--- src/rtl/wd_apply.sv ---
// wd_apply: latches a 2A/2B window command, validates it against the panel size
// and publishes it as the active window. Define WD_FS_SYNC_EN to defer the update to frame_start.
module wd_apply #(
  parameter int unsigned H_MAX = 1080,
  parameter int unsigned V_MAX = 1920
) (
  input  logic        clkrx,
  input  logic        rst_n,
  input  logic        wd_rdy,
  input  logic [7:0]  wd_2a_dats_h,
  input  logic [7:0]  wd_2a_dats_l,
  input  logic [7:0]  wd_2a_date_h,
  input  logic [7:0]  wd_2a_date_l,
  input  logic [7:0]  wd_2b_dats_h,
  input  logic [7:0]  wd_2b_dats_l,
  input  logic [7:0]  wd_2b_date_h,
  input  logic [7:0]  wd_2b_date_l,
  input  logic        frame_start,
  output logic        busy,
  output logic [15:0] win_x0,
  output logic [15:0] win_x1,
  output logic [15:0] win_y0,
  output logic [15:0] win_y1,
  output logic [15:0] win_w,
  output logic [15:0] win_h,
  output logic        win_upd,
  output logic        win_err
);

  localparam int unsigned CW = 16;
  localparam logic [CW-1:0] X_LIM = CW'(H_MAX);
  localparam logic [CW-1:0] Y_LIM = CW'(V_MAX);

  typedef enum logic [2:0] {
    IDLE    = 3'd0,
    CAPTURE = 3'd1,
    CHECK   = 3'd2,
`ifdef WD_FS_SYNC_EN
    WAIT_FS = 3'd3,
`endif
    APPLY   = 3'd4,
    RELEASE = 3'd5
  } state_e;

  state_e          state_q;
  logic            armed_q;
  logic            busy_q;
  logic            win_upd_q;
  logic            win_err_q;
  logic [CW-1:0]   x0_q, x1_q, y0_q, y1_q;
  logic [CW-1:0]   win_x0_q, win_x1_q, win_y0_q, win_y1_q;
  logic [CW-1:0]   win_w_q, win_h_q;

  logic            valid_c;
  logic            apply_c;
  logic [CW-1:0]   w_c;
  logic [CW-1:0]   h_c;

  // Window legality and size, evaluated on the captured shadow copy
  always_comb begin
    valid_c = (x0_q <= x1_q) && (x1_q < X_LIM) && (y0_q <= y1_q) && (y1_q < Y_LIM);
    w_c     = x1_q - x0_q + CW'(1);
    h_c     = y1_q - y0_q + CW'(1);
  end

  // Cycle in which the shadow window is committed to the outputs
`ifdef WD_FS_SYNC_EN
  assign apply_c = (state_q == WAIT_FS) && frame_start;
`else
  assign apply_c = (state_q == CHECK) && valid_c;
  logic unused_frame_start;
  assign unused_frame_start = frame_start;
`endif

  always_ff @(posedge clkrx) begin
    if (!rst_n) begin
      state_q   <= IDLE;
      armed_q   <= 1'b0;
      busy_q    <= 1'b0;
      win_upd_q <= 1'b0;
      win_err_q <= 1'b0;
      x0_q      <= '0;
      x1_q      <= '0;
      y0_q      <= '0;
      y1_q      <= '0;
      win_x0_q  <= '0;
      win_x1_q  <= CW'(H_MAX - 1);
      win_y0_q  <= '0;
      win_y1_q  <= CW'(V_MAX - 1);
      win_w_q   <= CW'(H_MAX);
      win_h_q   <= CW'(V_MAX);
    end else begin
      win_upd_q <= 1'b0;

      if (apply_c) begin
        win_x0_q  <= x0_q;
        win_x1_q  <= x1_q;
        win_y0_q  <= y0_q;
        win_y1_q  <= y1_q;
        win_w_q   <= w_c;
        win_h_q   <= h_c;
        win_upd_q <= 1'b1;
        win_err_q <= 1'b0;
      end

      case (state_q)
        // armed only re-arms after wd_rdy is seen low, so a stale level cannot retrigger
        IDLE: begin
          if (!wd_rdy) begin
            armed_q <= 1'b1;
          end else if (armed_q) begin
            state_q <= CAPTURE;
            busy_q  <= 1'b1;
          end
        end
        CAPTURE: begin
          x0_q    <= {wd_2a_dats_h, wd_2a_dats_l};
          x1_q    <= {wd_2a_date_h, wd_2a_date_l};
          y0_q    <= {wd_2b_dats_h, wd_2b_dats_l};
          y1_q    <= {wd_2b_date_h, wd_2b_date_l};
          state_q <= CHECK;
        end
        CHECK: begin
          if (!valid_c) begin
            win_err_q <= 1'b1;
            busy_q    <= 1'b0;
            state_q   <= RELEASE;
          end else begin
`ifdef WD_FS_SYNC_EN
            state_q <= WAIT_FS;
`else
            state_q <= APPLY;
`endif
          end
        end
`ifdef WD_FS_SYNC_EN
        WAIT_FS: begin
          if (frame_start) begin
            state_q <= APPLY;
          end
        end
`endif
        APPLY: begin
          busy_q  <= 1'b0;
          state_q <= RELEASE;
        end
        RELEASE: begin
          armed_q <= 1'b0;
          state_q <= IDLE;
        end
        default: begin
          busy_q  <= 1'b0;
          state_q <= IDLE;
        end
      endcase
    end
  end

  assign busy    = busy_q;
  assign win_upd = win_upd_q;
  assign win_err = win_err_q;
  assign win_x0  = win_x0_q;
  assign win_x1  = win_x1_q;
  assign win_y0  = win_y0_q;
  assign win_y1  = win_y1_q;
  assign win_w   = win_w_q;
  assign win_h   = win_h_q;

endmodule

--- config.mk ---
export PLATFORM = sky130hd
export DESIGN_NAME = wd_apply
export DESIGN_NICKNAME = d
export VERILOG_FILES = /design/src/rtl/wd_apply.sv
export SDC_FILE = /design/constraint.sdc
export NUM_CORES = 1
export LEC_CHECK = 0
export CAP_MARGIN = 20
export CORE_MARGIN = 2
export CORE_UTILIZATION = 26
export DETAILED_ROUTE_END_ITERATION = 12
export PLACE_DENSITY = 0.48
export SETUP_SLACK_MARGIN = 0.02
export SLEW_MARGIN = 20
export SYNTH_ARGS = -nofsm -noshare
export SYNTH_HDL_FRONTEND = slang
export SYNTH_SLANG_ARGS = --single-unit
--- constraint.sdc ---
create_clock -name clkrx -period 2.4 [get_ports clkrx]
set_input_delay 0.48 -clock clkrx [delete_from_list [all_inputs] [get_ports clkrx]]
set_output_delay 0.48 -clock clkrx [all_outputs]
set_load 0.05 [all_outputs]
After elaboration in Yosys (flattened, before gate mapping)
Index checks and enable logic that the tools add are counted.
{ "classes": {"n_lt_le_gt_ge": 4, "n_eq_ne": 8, "addsub": 4, "n_reduce_logical": 10, "n_mux": 14, "n_bitwise": 1} }
{ "op_table": {"columns": ["operator", "n"], "rows": [
  ["$add 16x1->16 const B", 2],
  ["$le 16x16->1", 2],
  ["$lt 16x11->1 const B", 2],
  ["$sub 16x16->16", 2],
  ["$pmux 3 s4", 1],
  ["$mux 1", 9],
  ["$ne 2x2->1 const B", 4],
  ["$eq 3x3->1 const B", 2],
  ["$mux 3", 2],
  ["$logic_and 1x1->1", 4],
  ["$reduce_and 2->1", 2],
  ["$reduce_and 4->1", 1],
  ["$eq 3x1->1 const B", 1],
  ["$eq 3x2->1 const B", 1],
  ["$logic_not 3->1", 1],
  ["$pmux 1 s3", 1],
  ["$pmux 1 s2", 1],
  ["$reduce_bool 2->1", 1],
  ["$reduce_or 2->1", 1],
  ["$not 1->1", 1]
]} }
{ "word_totals": {"out_inout_bits": 99, "regBits": 167, "word_cells": 56, "in_bits": 68} }

Logic depth before layout (Yosys ltp)
{ "logic_depth": {"word_depth": 8, "mapped_depth": 12, "ltp_nobuf": 12} }

Least setup slack after synthesis
No wires, ideal clock.
{ "synth_path": {"kind": "register -> register", "startpoint": "register y1_q[1]", "endpoint": "register win_h_q[7] (netlist: win_h[7])", "setup_ns": 0.138, "stages_incl_launch_ff": 13, "path_slack_ns": -0.243, "synth_period_minus_slack_ns": 2.643, "t_required_ns": 2.262, "t_arrival_ns": 2.505, "path_buffers": 0, "cell_sequence": "dfxtp_1 > inv_1 > ha_1 > inv_1 > ha_1 > inv_1 > fa_1 > nor2b_1 > o31a_1 > o21ai_0 > or3b_2 > a2111oi_0 > o21ai_0"} }
{ "synth_between": {"elab_chain_len": 4, "word_cells_on_any_way": 7, "classes_between": "add/sub (2); order compare (2); reduce/logical (3)"} }
{ "synth_lines": {"columns": ["element", "line_no", "text"], "rows": [
  ["from (decl)", "50", "logic [CW-1:0] x0_q, x1_q, y0_q, y1_q;"],
  ["from (signal assigned)", "120", "y1_q <= {wd_2b_date_h, wd_2b_date_l};"],
  ["parallel branches: the longest is 4 deep, another holds $sub 16x16->16", null, null],
  ["to (signal assigned)", "91", "win_h_q <= CW'(V_MAX);"],
  ["to (decl)", "52", "logic [CW-1:0] win_w_q, win_h_q;"]
]} }
Parallel ways; which one is timed is not known.
A chain may end at the register's enable or synchronous reset.

Final worst setup path
{ "layout_path": {"startpoint": "register y0_q[15]", "endpoint": "register win_x0_q[5] (netlist: win_x0[5])"} }
{ "layout_between": {"elab_chain_len": 4} }
{ "layout_lines": {"columns": ["element", "line_no", "text"], "rows": [
  ["from (decl)", "50", null],
  ["from (signal assigned)", "119", "y0_q <= {wd_2b_dats_h, wd_2b_dats_l};"],
  ["$le 16x16->1", "61", "valid_c = (x0_q <= x1_q) && (x1_q < X_LIM) && (y0_q <= y1_q) && (y1_q < Y_LIM);"],
  ["$logic_and 1x1->1 (2 in series)", "61", null],
  ["$logic_and 1x1->1", "70", "assign apply_c = (state_q == CHECK) && valid_c;"],
  ["to (signal assigned)", "96", "win_x0_q <= x0_q;"],
  ["to (decl)", "51", "logic [CW-1:0] win_x0_q, win_x1_q, win_y0_q, win_y1_q;"]
]} }
Every way passes these cells.

==> impl_metrics.toml <==
[grt]
grt_pass1_vias = 9215
use_met1 = 0.277
grt_pass1_wl_um = 53000
grt_use_met3 = 0.0361
gr-total-overflow = 0
grt_usage = 0.190
grt_util_met2 = 0.289
grt_max_degree = 60
top_usage_layer = "met2"
antenna_found_initial = 1

[critical_path]
start_kind = "register"
path_max_fanout = 7
crit_buf_inv = 3
worstSetupPathDepth = 10
crit_path_frequent_cell = "buf_12"
reg2reg_depth = 10
cp_top_family = "simple AND/OR/NAND/NOR gates"
slowest_stage = "or4b_4"
setup.worst_path.class = "reg2reg"
crit_path_end_kind = "register"
worstPathCellList = "ha_4 -> nand4_1 -> or4b_4 -> o311ai_4 -> o211ai_1 -> buf_6 -> buf_12 -> buf_12 -> o31ai_4 -> a21oi_2"
cp.required_ns = 2.73
cpPeakStageDelay_ns = 0.56
cp.arrival_ns = 2.97

[synth]
syn_nets = 1232
synthSimpleGateAreaFrac = 0.165
synthAdderAreaFrac = 0.132
muxShareOfSynthArea = 0
synth_area_per_cell_um2 = 8.33
synth-edff-count = 0
async_flop_share = 0
synth-compound-area-share = 0.243
synthXorXnorAreaFrac = 0.0157
syn_inst = 1072
yosysUniqueCellTypes = 55
synth-seq-cells = 167
ys_warn_count = 0
synth-seq-area-share = 0.374
netlist_area_mm2 = 0.00893
ys.flop_type = "dfxtp_1"
synth_top_family_by_area = "compound AO/OA/AOI/OAI gates"

[clocking]
clock-sinks = 167
h-tree-depth = 4
hold_buffers = 0
cts-root-buf = "clkbuf_16"
tritoncts = "built"
cts.clk_slew.worst_paths_ns = 0.07
cts_buffers = 17
clk_latency_ns = 0.45
cts_max_path_buffers = 2

[layout]
nets = 1547
final_cell_count_no_fill = 1848
utilization = 0.435
drive_above_1_share = 0.312
final_area_mm2 = 0.0147
synthToLayoutAreaGrowth_pct = 64.1
n_antenna_cell = 0

[detailed_routing]
wirelength_um = 34200
wl_per_cell_um = 18.5
antenna_left = 0
first_pass_iters = 5
drt-initial-drc-count = 576
routed-via-count = 9114
via_per_inst = 4.93
drc = 0

[power_and_ir_drop]
p_per_area_mw_per_mm2 = 923
ir_drop_mv = 0.922
leakagePower_nw = 5.38

[timing]
hold_ws_ns = 0.473
fin_worst_skew_ns = 0.0132
fin_ws_ns = -0.239
maxSlewViolCount = 0
worstMarginPinSlew_ns = 0.672
grt_setup_unrepaired = "yes"
setup_viol = 99
finalHoldViolCount = 0
max_freq_mhz = 379
period_needed_ns = 2.64
maxSlewHeadroom = 0.552
period_share = 1.10

[status]
status = "finished, violations left"
violations = "negative setup slack"

[die]
start_util = 0.265
fp.coreArea_mm2 = 0.0337
rows = 67
die_h_um = 189
ios = 167
die_w_um = 189
dieArea_mm2 = 0.0358

[placement]
dpl_cell_area_mm2 = 0.0125
hpwl_um = 24700
numPortBuffers = 165
gp_congestion = 0.849
dp_cells = 1783
dp_slack_ns = -0.300

[hold_path]
hold_depth = 2
hp-class = "reg2reg"

[run]
maxCapViolCount = 0
routing by layer:
metal	part of all wire	vias up
met5	0.00038	-
met2	0.43	206
met3	0.042	26
li1	-	4515
met4	0.011	2
met1	0.51	4365
worst register-to-register path: cells and delay by family, from the launching register on:
| family | cells | cell delay, ns |
|---|---|---|
| fa+ha+maj | 1 | 0.31 |
| compound gates | 4 | 0.59 |
| simple gates | 2 | 0.76 |
| flops | 1 | 0.36 |
| buf+inv | 3 | 0.51 |
metrics by stage:
| step | TNS (ns) | power, mW |
|---|---|---|
| floorplan | -0.0504 | 6.08 |
| global placement | -20.97 | 8.40 |
| detailed placement | -24.43 | 8.42 |
| CTS | -13.49 | 12.9 |
| global route | -25.63 | 14.2 |
| finish | -15.40 | 13.5 |
cell families (layout without fill, tap and decap cells):
group,count (synthesis),count (layout)
simple gates,299,299
compound gates,340,340
fa+ha+maj,92,92
xor+xnor,16,16
buf+inv,158,486
flops,167,167
state kept, by name (all words and copies together) (netlist names), named ones only:
| name | flops |
|---|---|
| busy | 1 |
| y0_q | 16 |
| armed_q | 1 |
| win_x1 | 16 |
| win_upd | 1 |
| state_q | 3 |
| win_y1 | 16 |
| win_h | 16 |
| x0_q | 16 |
| win_y0 | 16 |
| x1_q | 16 |
| win_x0 | 16 |
| y1_q | 16 |
| win_w | 16 |
report_power, final:
group          leakage, nW  internal [mW]  total (mW)  switching [mW]
clock network        0.263           1.47        2.76            1.29
registers             1.36           2.90        3.00           0.103
logic                 3.76           3.34        7.76            4.42
total                 5.38           7.72        13.5            5.81
cell type report:
| type | instances | area [um2] |
|---|---|---|
| sequential | 167 | 3380 |
| multi-input combinational | 747 | 6160 |
| clock inverter | 13 | 121 |
| timing repair buffer | 376 | 3700 |
| fill | 3320 | 19000 |
| tap | 448 | 561 |
| inverter | 78 | 294 |
| clock buffer | 19 | 443 |
path summary, 6_finish.rpt:
kind / start / slack, ns / end
max reg2reg: y0_q[15]$_SDFFE_PN0P_ / -0.24 / win_x0[5]$_SDFFE_PN0P_
min: win_y0[14]$_SDFFE_PN0P_ / 0.47 / win_y0[14]$_SDFFE_PN0P_
max: y0_q[15]$_SDFFE_PN0P_ / -0.24 / win_x0[5]$_SDFFE_PN0P_
min reg2reg: win_y0[14]$_SDFFE_PN0P_ / 0.47 / win_y0[14]$_SDFFE_PN0P_
synthesized netlist by cell type, drive strengths merged, types with 20 or more instances:
library cell  number  area share
o31ai             76       0.064
and3              20       0.014
dfxtp            167        0.37
nand4             65       0.046
ha                88        0.12
clkbuf            62       0.026
o211ai            24       0.020
nand2            141       0.059
nor2              20      0.0084
inv               78       0.033
o21ai             20       0.012
a21oi            152       0.085
placed cells by master (no fill, tap or decap), types with 9 or more instances in the layout:
master           netlist  layout
buf_4                  2     165
clkdlybuf4s50_1        0     165
and3_4                 0      11
buf_6                  2      15
clkbuf_16              0      19
buf_12                 0      21
inv_2                  0      14
nand2_1              141     141
xnor2_1               13       9
dfxtp_1              167     142
o21a_1                12      10
a21oi_1              152     139
a21oi_2                0      11
nand4_1               65      65
ha_4                   0      20
o31ai_4                0      26
o31ai_2                0      42
o21ai_0               19      15
nor2_1                20      19
inv_1                 78      63
o211ai_1              24      24
ha_1                  88      62
dfxtp_2                0      24
nand3_1               10       9
what timing repair did:
item	in CTS	in global routing
cloned	7	2
pin swaps	41	52
endpoints found under the hold margin	0	0
buffers inserted	19	9
gates resized for setup	156	80
setup endpoints to repair	100	100
No activity file was read; power rests on OpenSTA's default activity.
